**src/rtl/riscv_pkg.sv**
```systemverilog
// Shared RISC-V decode types.
// Immediate formats, datapath widths and stage occupancy.
package riscv_pkg;

   localparam int XLEN_32 = 32;
   localparam int XLEN_64 = 64;

   typedef enum logic [2:0] {
      IMM_I     = 3'd0,
      IMM_ISTAR = 3'd1,
      IMM_S     = 3'd2,
      IMM_B     = 3'd3,
      IMM_U     = 3'd4,
      IMM_J     = 3'd5,
      IMM_R     = 3'd6,
      IMM_Z     = 3'd7
   } imm_type_e;

   typedef enum logic [1:0] {
      OCC_EMPTY = 2'd0,
      OCC_ONE   = 2'd1,
      OCC_TWO   = 2'd2
   } occ_e;

endpackage

```
**src/rtl/imm_decode_comb.sv**
```systemverilog
// Combinational RISC-V immediate decoder.
// Maps (inst, imm_type) to an XLEN immediate and a shamt legality flag.
module imm_decode_comb
   import riscv_pkg::*;
#(
   parameter int XLEN = XLEN_32
) (
   input  logic [31:0]     inst,
   input  imm_type_e       imm_type,
   output logic [XLEN-1:0] imm,
   output logic            shamt_err
);

   // Opcode bits carry no immediate information.
   logic unused_opcode;
   assign unused_opcode = ^inst[6:0];

   function automatic logic [XLEN-1:0] sext32(input logic [31:0] v);
      return XLEN'($signed(v));
   endfunction

   // Select the immediate format; every path drives every bit.
   always_comb begin
      imm       = '0;
      shamt_err = 1'b0;
      unique case (imm_type)
         IMM_I: imm = sext32({{20{inst[31]}}, inst[31:20]});
         IMM_S: imm = sext32({{20{inst[31]}}, inst[31:25], inst[11:7]});
         IMM_B: imm = sext32({{19{inst[31]}}, inst[31], inst[7],
                              inst[30:25], inst[11:8], 1'b0});
         IMM_U: imm = sext32({inst[31:12], 12'b0});
         IMM_J: imm = sext32({{11{inst[31]}}, inst[31], inst[19:12],
                              inst[20], inst[30:21], 1'b0});
         IMM_ISTAR: begin
            if (XLEN == XLEN_64) begin
               imm = XLEN'(inst[25:20]);
            end else begin
               imm       = XLEN'(inst[24:20]);
               shamt_err = inst[25];
            end
         end
         IMM_Z:   imm = XLEN'(inst[19:15]);
         IMM_R:   imm = '0;
         default: imm = '0;
      endcase
   end

endmodule

```
**src/rtl/imm_gen_stage.sv**
```systemverilog
// Registered immediate generator stage with skid buffer.
// Produces imm, pc + imm and shamt_err one cycle after acceptance.
module imm_gen_stage
   import riscv_pkg::*;
#(
   parameter int XLEN = XLEN_32
) (
   input  logic            clk,
   input  logic            rst,
   input  logic            flush,
   input  logic            in_valid,
   output logic            in_ready,
   input  logic [31:0]     inst,
   input  logic [2:0]      imm_type,
   input  logic [XLEN-1:0] pc,
   output logic            out_valid,
   input  logic            out_ready,
   output logic [XLEN-1:0] imm,
   output logic [XLEN-1:0] pc_target,
   output logic            shamt_err
);

   if (XLEN != XLEN_32 && XLEN != XLEN_64) begin : g_bad_xlen
      $error("imm_gen_stage: XLEN must be 32 or 64");
   end

   imm_type_e       type_in;
   logic [XLEN-1:0] dec_imm;
   logic [XLEN-1:0] dec_tgt;
   logic            dec_err;

   occ_e            state_q, state_d;
   logic [XLEN-1:0] out_imm_q, out_imm_d;
   logic [XLEN-1:0] out_tgt_q, out_tgt_d;
   logic            out_err_q, out_err_d;
   logic [XLEN-1:0] skid_imm_q, skid_imm_d;
   logic [XLEN-1:0] skid_tgt_q, skid_tgt_d;
   logic            skid_err_q, skid_err_d;

   logic            accept;
   logic            deliver;

   assign type_in = imm_type_e'(imm_type);

   imm_decode_comb #(
      .XLEN (XLEN)
   ) u_dec (
      .inst      (inst),
      .imm_type  (type_in),
      .imm       (dec_imm),
      .shamt_err (dec_err)
   );

   assign dec_tgt = pc + dec_imm;

   assign in_ready  = (state_q != OCC_TWO);
   assign out_valid = (state_q != OCC_EMPTY);
   assign imm       = out_imm_q;
   assign pc_target = out_tgt_q;
   assign shamt_err = out_err_q;

   assign accept  = in_valid & in_ready;
   assign deliver = out_valid & out_ready;

   // Occupancy next-state and output/skid register steering.
   always_comb begin
      state_d    = state_q;
      out_imm_d  = out_imm_q;
      out_tgt_d  = out_tgt_q;
      out_err_d  = out_err_q;
      skid_imm_d = skid_imm_q;
      skid_tgt_d = skid_tgt_q;
      skid_err_d = skid_err_q;
      unique case (state_q)
         OCC_EMPTY: begin
            if (accept) begin
               state_d   = OCC_ONE;
               out_imm_d = dec_imm;
               out_tgt_d = dec_tgt;
               out_err_d = dec_err;
            end
         end
         OCC_ONE: begin
            if (accept && deliver) begin
               out_imm_d = dec_imm;
               out_tgt_d = dec_tgt;
               out_err_d = dec_err;
            end else if (accept) begin
               state_d    = OCC_TWO;
               skid_imm_d = dec_imm;
               skid_tgt_d = dec_tgt;
               skid_err_d = dec_err;
            end else if (deliver) begin
               state_d = OCC_EMPTY;
            end
         end
         OCC_TWO: begin
            if (deliver) begin
               state_d   = OCC_ONE;
               out_imm_d = skid_imm_q;
               out_tgt_d = skid_tgt_q;
               out_err_d = skid_err_q;
            end
         end
         default: state_d = OCC_EMPTY;
      endcase
      if (flush) begin
         state_d = OCC_EMPTY;
      end
   end

   // State, output and skid registers; reset clears all immediately.
   always_ff @(posedge clk or posedge rst) begin
      if (rst) begin
         state_q    <= OCC_EMPTY;
         out_imm_q  <= '0;
         out_tgt_q  <= '0;
         out_err_q  <= 1'b0;
         skid_imm_q <= '0;
         skid_tgt_q <= '0;
         skid_err_q <= 1'b0;
      end else begin
         state_q    <= state_d;
         out_imm_q  <= out_imm_d;
         out_tgt_q  <= out_tgt_d;
         out_err_q  <= out_err_d;
         skid_imm_q <= skid_imm_d;
         skid_tgt_q <= skid_tgt_d;
         skid_err_q <= skid_err_d;
      end
   end

endmodule
```
**config.mk**
```make
export PLATFORM = sky130hd
export DESIGN_NAME = imm_gen_stage
export DESIGN_NICKNAME = d
export VERILOG_FILES = /design/src/rtl/riscv_pkg.sv /design/src/rtl/imm_decode_comb.sv /design/src/rtl/imm_gen_stage.sv
export SDC_FILE = /design/constraint.sdc
export NUM_CORES = 1
export LEC_CHECK = 0
export ABC_AREA = 1
export CAP_MARGIN = 20
export CELL_PAD_IN_SITES_DETAIL_PLACEMENT = 1
export CELL_PAD_IN_SITES_GLOBAL_PLACEMENT = 2
export CORE_ASPECT_RATIO = 2
export CORE_MARGIN = 8
export CORE_UTILIZATION = 32
export CTS_CLUSTER_DIAMETER = 150
export DETAILED_ROUTE_END_ITERATION = 12
export GPL_TIMING_DRIVEN = 0
export PLACE_DENSITY_LB_ADDON = 0.1
export SETUP_SLACK_MARGIN = 0.1
export SYNTH_ARGS = -nofsm -noshare
export SYNTH_HDL_FRONTEND = slang
export SYNTH_HIERARCHICAL = 1
export SYNTH_SLANG_ARGS = --single-unit
```
**constraint.sdc**
```tcl
create_clock -name clk -period 8.1 [get_ports clk]
set_input_delay 0.81 -clock clk [delete_from_list [all_inputs] [get_ports clk]]
set_output_delay 0.81 -clock clk [all_outputs]
set_load 0.02 [all_outputs]
```
==> results of run 1 <==
[Yosys cell counts]
cell type	n	share of area (%)
inv_1	143	6.4
o211ai_1	2	0.18
buf_2	29	1.7
fa_1	1	0.24
nor2_1	112	5.0
nand4_1	1	0.075
o21bai_1	1	0.090
a31oi_1	39	2.9
o21ai_0	23	1.4
nand2_2	4	0.30
inv_2	5	0.22
nor3_1	8	0.48
a21o_1	3	0.27
buf_6	1	0.13
dfrtp_1	132	39
nand3b_1	2	0.18
nand2_1	548	25
nor2_4	1	0.13
clkbuf_1	12	0.54
o21ai_1	5	0.30
a21oi_1	40	2.4
xor2_1	3	0.31
buf_4	5	0.45
ha_1	31	4.6
o21a_1	5	0.45
o22ai_2	1	0.15
a211oi_1	2	0.18
and2_1	3	0.22
nor2_2	4	0.30
nand3_1	84	5.0
xnor2_1	13	1.4
[worst min path at each step]
| stage | startpoint | end | cells after the start |
|---|---|---|---|
| final | pc_target[29] | pc_target[29] | 2 |
| after global routing | skid_imm_q[24] | skid_imm_q[24] | 2 |
| after CTS | pc_target[12] | pc_target[12] | 2 |
| after detailed placement | pc_target[12] | pc_target[12] | 2 |
| after global placement | pc_target[12] | pc_target[12] | 2 |
| after floorplan | skid_tgt_q[12] | skid_tgt_q[12] | 2 |
[through the flow]
stage                     hold slack [ps]  cells  cell area, sq um  util (%)
after floorplan                     447.9   1263              8379         -
after global placement              462.0   1737             10110     38.79
after detailed placement            465.0   1738             10140     38.92
after CTS                           481.4   1770             10720     41.13
after global routing                503.2   1770             10720     41.13
final                               475.6   1770             10720     41.13
[power by group]
group,leakage [nW],switching [mW],internal (mW)
Sequential,1.62,0.105,0.858
Combinational,3.74,0.556,0.380
Clock,0.276,0.318,0.464
[cells in the final DEF (no fill, tap or decap), drive strengths merged, types with 3 or more instances in the layout]
cell             n
clkbuf          34
xnor2           13
nor2           117
and2             3
nor3             8
o21a             5
a21oi           40
o21ai           28
dfrtp          132
nand2          552
clkdlybuf4s50  130
nand3           84
a21o             3
buf             36
xor2             3
clkinv           3
a31oi           39
inv            151
ha              31
[cell families (layout without fill, tap and decap cells)]
logic type | after synthesis | count (layout) | synth area share [%]
adder cells (fa/ha/maj) | 32 | 32 | 4.868
AO/OA/AOI/OAI | 121 | 121 | 8.287
buffers and inverters | 195 | 358 | 9.482
flip-flops | 132 | 132 | 39.42
XOR/XNOR | 16 | 16 | 1.672
AND/OR/NAND/NOR | 767 | 767 | 36.27
[worst min-delay path: stages (launching register included)]
cell and delay [ps]:
dfrtp_1 340, nand2_1 50, nand2_1 50
[area by class of cell]
| type | instances | area, sq um |
|---|---|---|
| fillers | 3442 | 15340 |
| multi-input cells | 936 | 4282 |
| flip-flops and latches | 132 | 3303 |
| repair buffers | 131 | 1329 |
| inverters | 148 | 560.5 |
| clock buffers | 22 | 454.2 |
| well taps | 344 | 430.4 |
| plain buffers | 47 | 239.0 |
| clock inverters | 10 | 123.9 |
[state kept, by name, summed over array words and instances, names as in the netlist]
signal / flops
imm: 32
pc_target: 32
shamt_err: 1
skid_err_q: 1
skid_imm_q: 32
skid_tgt_q: 32
state_q: 2
[layer usage]
layer	part of all wire (%)	global-route usage [%]
met1	42	24.51
met2	52	38.08
met5	0	0
met3	3.2	3.326
met4	2.9	8.155
==> results.tsv, run 1 <==
stage	metric	value	unit
timing	setup_tns	0	ps
clocking	CTS tree	yes	
power	LEAKAGE	5.634	nW
setup_path	worst-path cell chain	clkdlybuf4s50_1 -> inv_2 -> nand2_2 -> nand2_1 -> nand2_1 -> nand3_1 -> fa_1 -> nand3_1 -> nand3_1 -> nand3_1 -> nand3b_1 -> nand2_1 -> nand2_1 -> nand2_1 -> nand2_1 -> nand2_1 -> o21ai_0	
routing	routed via count	8445	
timing	max frequency	278.3	MHz
timing	unrepaired setup endpoints after global routing	no	
clocking	post-CTS setup repair buffer count	0	
grt	global-route wire length before repair	50.92	mm
layout	Nets	1517	
grt	Overall Global Routing Usage	21.26	%
setup_path	reg2reg start	state_q[0]	
synthesis	Gate Count Post-Synth	1263	
clocking	root buffer cell	clkbuf_16	
setup_path	buffers and inverters on the worst path	2	
synthesis	mean post-synth cell area	6.634	sq um
routing	1st-iter DRT viols	422	
floorplan	total I/O pin count	139	
timing	max-slew violations	0	
timing	final critical-path share of the clock period	44.36	%
layout	Area Growth Syn to Fin	27.95	%
routing	WL per Instance	18.25	um
routing	Residual DRC	0	
timing	Setup violations, final	0	
layout	# diodes	0	
setup_path	CP startpoint kind	input pin	
clocking	CTS Buf Count	17	
clocking	CTS max path bufs	2	
clocking	Clock Pin Slew Worst Setup and Hold Paths	60	ps
setup_path	setup slack, reg-to-reg	6230	ps
placed_design	worst slack, placed	4040	ps
clocking	Post-CTS Resized	0	
min_path	Hold WC Path Type	flip-flop to flip-flop	
synthesis	synth warn	6	
setup_path	CP required	8390	ps
routing	overall routed net length	32.30	mm
placed_design	post-DP HPWL	26.39	mm
routing	1st-pass router iterations	4	
setup_path	CP max-delay cell	clkdlybuf4s50_1	
routing	drt via density	4.771	
synthesis	Yosys cell types	31	
setup_path	Crit Path Category	input pin to flip-flop	
setup_path	critical path depth	17	
synthesis	post-synthesis register bit count	132	
placed_design	Port Buffers	130	
setup_path	CP dominant cell by count	nand2_1	
setup_path	reg2reg path depth	7	
setup_path	CP max stage delay	620	ps
setup_path	critical path peak fanout	5	
setup_path	worst endpoint data arrival time	3890	ps
job	max cap viols	0	
setup_path	Crit. End Element	flip-flop	
power	power per cell area	250.1	nW/um^2
timing	Fin Clk Skew	12.29	ps
run_status	outcome	finished, final reports clean	
clocking	clock sinks	132	
timing	Worst slew margin	48.73	%
placed_design	gpl congestion	0.8457	
setup_path	CP delay by family, top	simple AND/OR/NAND/NOR gates	
grt	total grt overflow	0	
floorplan	height of the die	244.8	um
power	Final Total Pwr	2.681	mW
power	peak supply drop	0.1101	mV
grt	vias in the first global route	9233	
synthesis	sequential cell area fraction in the yosys report	39.42	%
floorplan	core area	26070	sq um
timing	final hold vios	0	
setup_path	CP endpoint	skid_tgt_q[28]	
routing	ANT nets after route	0	
timing	worst slew pin tran	769.1	ps
floorplan	Die X-Extent	130.4	um
clocking	depth of the CTS H-tree	4	
floorplan	Die ar.	31930	sq um
timing	final worst slack	4506	ps
grt	initial antenna violation count	0	
synthesis	Syn Std Cell Area	8379	sq um
timing	Min Clock Period, post-route	3594	ps
floorplan	Starting Density	32.15	%
synthesis	syn_nets	1367	
setup_path	worst setup path start	imm_type[1]	
clocking	hold-fix buffer count after cts	0	
floorplan	row count	84	
clocking	Skew-Pair Late Insertion Delay	440	ps
grt	pin count of the biggest net entering global routing	75	
setup_path	Worst R2R End	pc_target[11]	
layout	share of layout cells above drive strength 1	5.610	%
(Power assumes the default switching activity.)
==> run 2: changes to the inputs <==
- CORE_UTILIZATION: 32 -> 29
- clock period: 8.1 -> 3.4 ns (I/O delays scaled with it)
==> run 2 against run 1 <==
Against the previous run:
- global-route usage shrank 1.2 points
- clock power grew 150%
- total power grew 140%
- non-clock buffer count grew 2
- largest cell class unchanged
- first-iteration DRC count shrank 13%
- worst setup slack lost 4200 ps
- design area grew 1.3%
- via count grew 0.67%
- utilization shrank 3.2 points
- sequential power grew 140%
- wire length grew 4.5%
- critical path type unchanged
- clock skew shrank 1.8 ps
==> results.tsv, run 2 (synthesis gave the netlist of run 1 again) <==
stage	metric	value	unit
routing	overall routed net length	33.75	mm
timing	Min Clock Period, post-route	3055	ps
min_path	Hold WC Path Type	input pin to asynchronous set/reset pin	
clocking	Skew-Pair Late Insertion Delay	450	ps
grt	Overall Global Routing Usage	20.06	%
timing	final worst slack	345.4	ps
placed_design	post-DP HPWL	27.33	mm
timing	max frequency	327.4	MHz
setup_path	buffers and inverters on the worst path	2	
floorplan	Starting Density	29.27	%
clocking	CTS tree	yes	
grt	initial antenna violation count	0	
placed_design	placed cell count	1756	
routing	ANT nets after route	0	
timing	Fin Clk Skew	10.45	ps
power	power per cell area	596.9	nW/um^2
timing	worst slew pin tran	841.1	ps
setup_path	CP max stage delay	620	ps
routing	1st-iter DRT viols	369	
placed_design	worst slack, placed	-232.3	ps
routing	met3 routed WL	1.275	mm
layout	share of layout cells above drive strength 1	7.003	%
setup_path	worst-path cell chain	clkdlybuf4s50_1 -> inv_1 -> nor2_2 -> nand2_1 -> nand3_1 -> ha_1 -> fa_2 -> nand3_1 -> nand3_1 -> nand3_1 -> nand3b_1 -> nand2_1 -> nand3_1 -> nand3_1 -> nand2_1 -> nand2_1	
routing	Metal-1 WL	13.87	mm
placed_design	Port Buffers	130	
timing	Setup violations, final	0	
clocking	hold-fix buffer count after cts	0	
clocking	depth of the CTS H-tree	4	
placed_design	gpl congestion	0.8680	
grt	vias in the first global route	9335	
floorplan	total I/O pin count	139	
power	peak supply drop	0.3813	mV
layout	Area Growth Syn to Fin	29.58	%
clocking	clock sinks	132	
floorplan	height of the die	256.4	um
timing	unrepaired setup endpoints after global routing	yes	
setup_path	Crit Path Category	input pin to flip-flop	
setup_path	CP max-delay cell	clkdlybuf4s50_1	
setup_path	worst endpoint data arrival time	3400	ps
setup_path	CP delay by family, top	simple AND/OR/NAND/NOR gates	
setup_path	CP required	3740	ps
clocking	CTS Buf Count	17	
grt	global-route wire length before repair	52.80	mm
grt	pin count of the biggest net entering global routing	42	
setup_path	critical path peak fanout	7	
routing	1st-pass router iterations	4	
layout	most frequent cells in the layout	nand2_1, inv_1, dfrtp_1	
setup_path	Crit. End Element	flip-flop	
timing	final critical-path share of the clock period	89.84	%
routing	Residual DRC	0	
timing	Worst slew margin	43.93	%
routing	routed via count	8502	
layout	Nets	1519	
floorplan	Die X-Extent	136.2	um
layout	most common cell after layout, fill and taps aside	nand2_1	
job	max cap viols	0	
setup_path	CP dominant cell by count	nand3_1	
timing	max-slew violations	0	
timing	final hold vios	0	
routing	metal2 WL	17.97	mm
floorplan	core area	28630	sq um
grt	total grt overflow	0	
setup_path	CP startpoint kind	input pin	
run_status	outcome	finished, final reports clean	
routing	WL per Instance	18.88	um
clocking	CTS max path bufs	2	
routing	drt via density	4.755	
power	LEAKAGE	5.669	nW
routing	Top Metal Used	met4	
clocking	root buffer cell	clkbuf_16	
layout	non-filler cells, final	1788	
floorplan	row count	88	
floorplan	Die ar.	34920	sq um
layout	# diodes	0	
clocking	Clock Pin Slew Worst Setup and Hold Paths	70	ps
[run 2: stage by stage]
step                      cell area (sq um)  utilization [%]  total power [mW]  hold WS, ps  TNS (ps)
after CTS                             10790            37.67             6.582        374.1         0
after global routing                  10860            37.93             6.914        430.6         0
after global placement                10130            35.40             4.527        462.0     -4723
after detailed placement              10190            35.61             4.604        466.1     -3802
after floorplan                        8383                -             3.592        411.0         0
final                                 10860            37.93             6.481        381.2         0
[run 2: routing by layer]
metal / up-vias / GRT usage, %
met5: - / 0
li1: 4232 / -
met2: 144 / 36.43
met4: 0 / 6.014
met3: 30 / 3.956
met1: 4096 / 22.75
[run 2: where the power goes]
group          internal, mW  leakage (nW)  switching (mW)
sequential             2.04          1.62           0.252
clock                  1.11         0.283           0.813
combinational         0.919          3.77            1.34
total                  4.07          5.67            2.41
[run 2: area by class of cell]
class	instances	area (sq um)
clock buffer	19	442.9
multi-input combinational	936	4354
sequential	132	3303
tap	360	450.4
clock inverter	13	147.6
inverter	148	559.3
timing repair buffer	133	1361
fill	3654	17770
buffer	47	239.0
[run 2: what timing repair did]
item	CTS	global route
buffers inserted	0	0
setup endpoints to repair	0	16
gates resized for setup	0	17
[run 2: final timing paths]
path / endpoint / startpoint / cells after the start / slack, ps
min in group clk: pc_target[26] / pc_target[26] / 2 / 480
hold / removal: skid_tgt_q[25] / rst / 2 / 380
setup reg to reg: skid_tgt_q[24] / state_q[1] / 5 / 1500
hold reg to reg: pc_target[26] / pc_target[26] / 2 / 480
setup / recovery: pc_target[28] / imm_type[0] / 16 / 350
max in group asynchronous: skid_imm_q[9] / rst / 4 / 2130
==> run 3: changes to the inputs <==
- ABC_AREA: 1 -> not set
- CORE_UTILIZATION: 29 -> 31
==> run 3 against run 2 <==
Against the previous run:
- clock power up 5%
- wire length rose by 1.3%
- sequential cell count unchanged
- synthesized area decreased by 4.8%
- via count decreased by 6.6%
- worst setup slack worse by 160 ps
- register-to-register slack worse by 610 ps
- critical path type unchanged
==> results.tsv, run 3 <==
stage	metric	value	unit
run_status	outcome	finished, final reports clean	
synthesis	EDFF count, synth	0	
clocking	hold-fix buffer count after cts	0	
setup_path	CP required	3730	ps
synthesis	Area contributors post-synth	dfrtp_1, nand2_1, ha_1	
timing	max frequency	310.7	MHz
clocking	depth of the CTS H-tree	4	
layout	most frequent cells in the layout	nand2_1, dfrtp_1, clkdlybuf4s50_1	
layout	# diodes	0	
timing	Setup violations, final	0	
placed_design	post-DP HPWL	26.80	mm
synthesis	sequential cell area fraction in the yosys report	41.40	%
layout	Area Growth Syn to Fin	36.36	%
synthesis	Synth Flop Type	dfrtp_1	
synthesis	synth warn	6	
synthesis	Syn Std Cell Area	7979	sq um
layout	non-filler cells, final	1509	
setup_path	critical path peak fanout	10	
setup_path	Crit Path Category	input pin to flip-flop	
synthesis	largest family of logic cells by synthesized area	simple AND/OR/NAND/NOR gates	
timing	Fin Clk Skew	10.53	ps
setup_path	reg2reg path depth	6	
layout	most common cell after layout, fill and taps aside	nand2_1	
layout	Nets	1260	
synthesis	Yosys cell types	72	
floorplan	total I/O pin count	139	
routing	1st-iter DRT viols	320	
clocking	CTS max path bufs	2	
timing	Worst slew margin	27.90	%
synthesis	post-synthesis register bit count	132	
setup_path	worst endpoint data arrival time	3550	ps
synthesis	Commonest cells post-synth	nand2_1, dfrtp_1, nor2_1	
setup_path	reg2reg start	state_q[1]	
routing	ANT nets after route	0	
synthesis	Adder-Cell Fraction of Synth Area	5.112	%
min_path	Hold WC Path Type	input pin to asynchronous set/reset pin	
routing	overall routed net length	34.20	mm
placed_design	gpl congestion	0.8952	
job	max cap viols	0	
grt	Overall Global Routing Usage	22.66	%
clocking	Skew-Pair Late Insertion Delay	440	ps
timing	final hold vios	0	
synthesis	post-synth top area share	41.40	%
power	LEAKAGE	4.747	nW
clocking	CTS Buf Count	17	
synthesis	mux cell area share after synthesis	0.9409	%
synthesis	Gate Count Post-Synth	991	
timing	Min Clock Period, post-route	3218	ps
setup_path	setup slack, reg-to-reg	890	ps
floorplan	core area	25550	sq um
floorplan	Die ar.	31440	sq um
power	peak supply drop	0.3293	mV
setup_path	Worst R2R End	skid_tgt_q[31]	
grt	global-route wire length before repair	52.99	mm
timing	unrepaired setup endpoints after global routing	yes	
synthesis	Synth Area in XOR/XNOR	1.866	%
routing	drt via density	5.260	
clocking	root buffer cell	clkbuf_16	
clocking	clock sinks	132	
routing	WL per Instance	22.66	um
placed_design	Port Buffers	131	
floorplan	Starting Density	31.23	%
routing	routed via count	7938	
timing	max-slew violations	0	
clocking	Clock Pin Slew Worst Setup and Hold Paths	60	ps
synthesis	post-synthesis compound-gate area fraction	22.08	%
routing	Residual DRC	0	
setup_path	CP startpoint kind	input pin	
floorplan	height of the die	242.9	um
synthesis	asr flop ratio synth	100.0	%
setup_path	worst setup path start	imm_type[1]	
power	power per cell area	578.7	nW/um^2
clocking	CTS tree	yes	
synthesis	Synth area leader	dfrtp_1	
synthesis	post-synthesis simple-gate area fraction	24.85	%
floorplan	row count	83	
timing	final critical-path share of the clock period	94.65	%
grt	pin count of the biggest net entering global routing	38	
setup_path	CP endpoint	pc_target[29]	
layout	share of layout cells above drive strength 1	11.63	%
setup_path	Crit. End Element	flip-flop	
synthesis	syn_nets	1095	
synthesis	count leader, synth	nand2_1	
layout	fin util	42.59	%
placed_design	placed cell count	1465	
grt	total grt overflow	0	
timing	worst slew pin tran	1070	ps
synthesis	mean post-synth cell area	8.051	sq um
grt	vias in the first global route	8969	
floorplan	Die X-Extent	129.4	um
routing	1st-pass router iterations	4	
grt	initial antenna violation count	0	
## run 3: cell type report
| cell class | count | area [sq um] |
|---|---|---|
| Fill cell | 3114 | 14670 |
| Multi-Input combinational cell | 786 | 4737 |
| Timing Repair Buffer | 147 | 1468 |
| Inverter | 14 | 56.30 |
| Sequential cell | 132 | 3303 |
| Clock buffer | 21 | 450.4 |
| Clock inverter | 11 | 172.7 |
| Tap cell | 340 | 425.4 |
| Buffer | 58 | 267.8 |
## run 3: how the worst min path moves through the flow
| stage | start | to | cells past startpoint |
|---|---|---|---|
| floorplan | flush | state_q[0] | 1 |
| global placement | skid_tgt_q[24] | skid_tgt_q[24] | 2 |
| detailed placement | skid_tgt_q[0] | skid_tgt_q[0] | 2 |
| CTS | rst | pc_target[31] | 2 |
| global route | rst | state_q[0] | 2 |
| finish | rst | state_q[0] | 2 |
## run 3: cell families after synthesis
logic type	count (synthesis)
AOI/OAI and AO/OA	269
xor gates and xnor gates	17
adders and majority gates	32
buffers and inverters	73
DFF	132
muxes	7
and+or+nand+nor	461
## run 3: worst max-delay path, cell delays in order
cell           delay [ps]
dlygate4sd2_1         340
buf_4                 220
inv_1                  90
o21ai_1               220
a21oi_2               150
ha_2                  430
o21ai_1               120
o21ai_2               290
nand3_2               210
a2111oi_4             320
buf_4                 190
o2111a_2              300
mux2i_1               250
nor3_2                 70
## run 3: metal layers
metal	part of all wire (%)	GRT usage [%]	wire length (um)	up-vias
met5	0	0	0	-
met4	5.1	12.65	1751	0
met3	3.1	4.063	1065	67
met2	55	42.13	18840	158
met1	37	22.78	12550	3918
li1	-	-	-	3795
## run 3: per-stage QoR
stage          power [mW]  worst slack, ps  area (sq um)  TNS [ps]  hold WS (ps)
2_1_floorplan       3.298            335.9          7983         0         406.4
3_3_place_gp        4.162            -1493          9719    -62290         455.7
3_5_place_dp        4.212            -1551          9779    -55360         462.5
4_1_cts             6.371            113.1         10840         0         359.1
5_1_grt             6.637            70.51         10880         0         400.2
6_report            6.297            181.8         10880         0         352.4
## run 3: timing repair
item                       CTS  global route
pin swaps                   22             3
gates resized for setup     85            10
cloned                       0             0
buffers inserted            12             1
setup endpoints to repair   56            27
## run 3: report_power, final
| group | total (mW) | switching (mW) | internal [mW] | leakage (nW) |
|---|---|---|---|---|
| Combinational | 2.09 | 1.22 | 0.869 | 2.84 |
| Clock | 2.02 | 0.769 | 1.25 | 0.302 |
| Sequential | 2.19 | 0.229 | 1.96 | 1.61 |
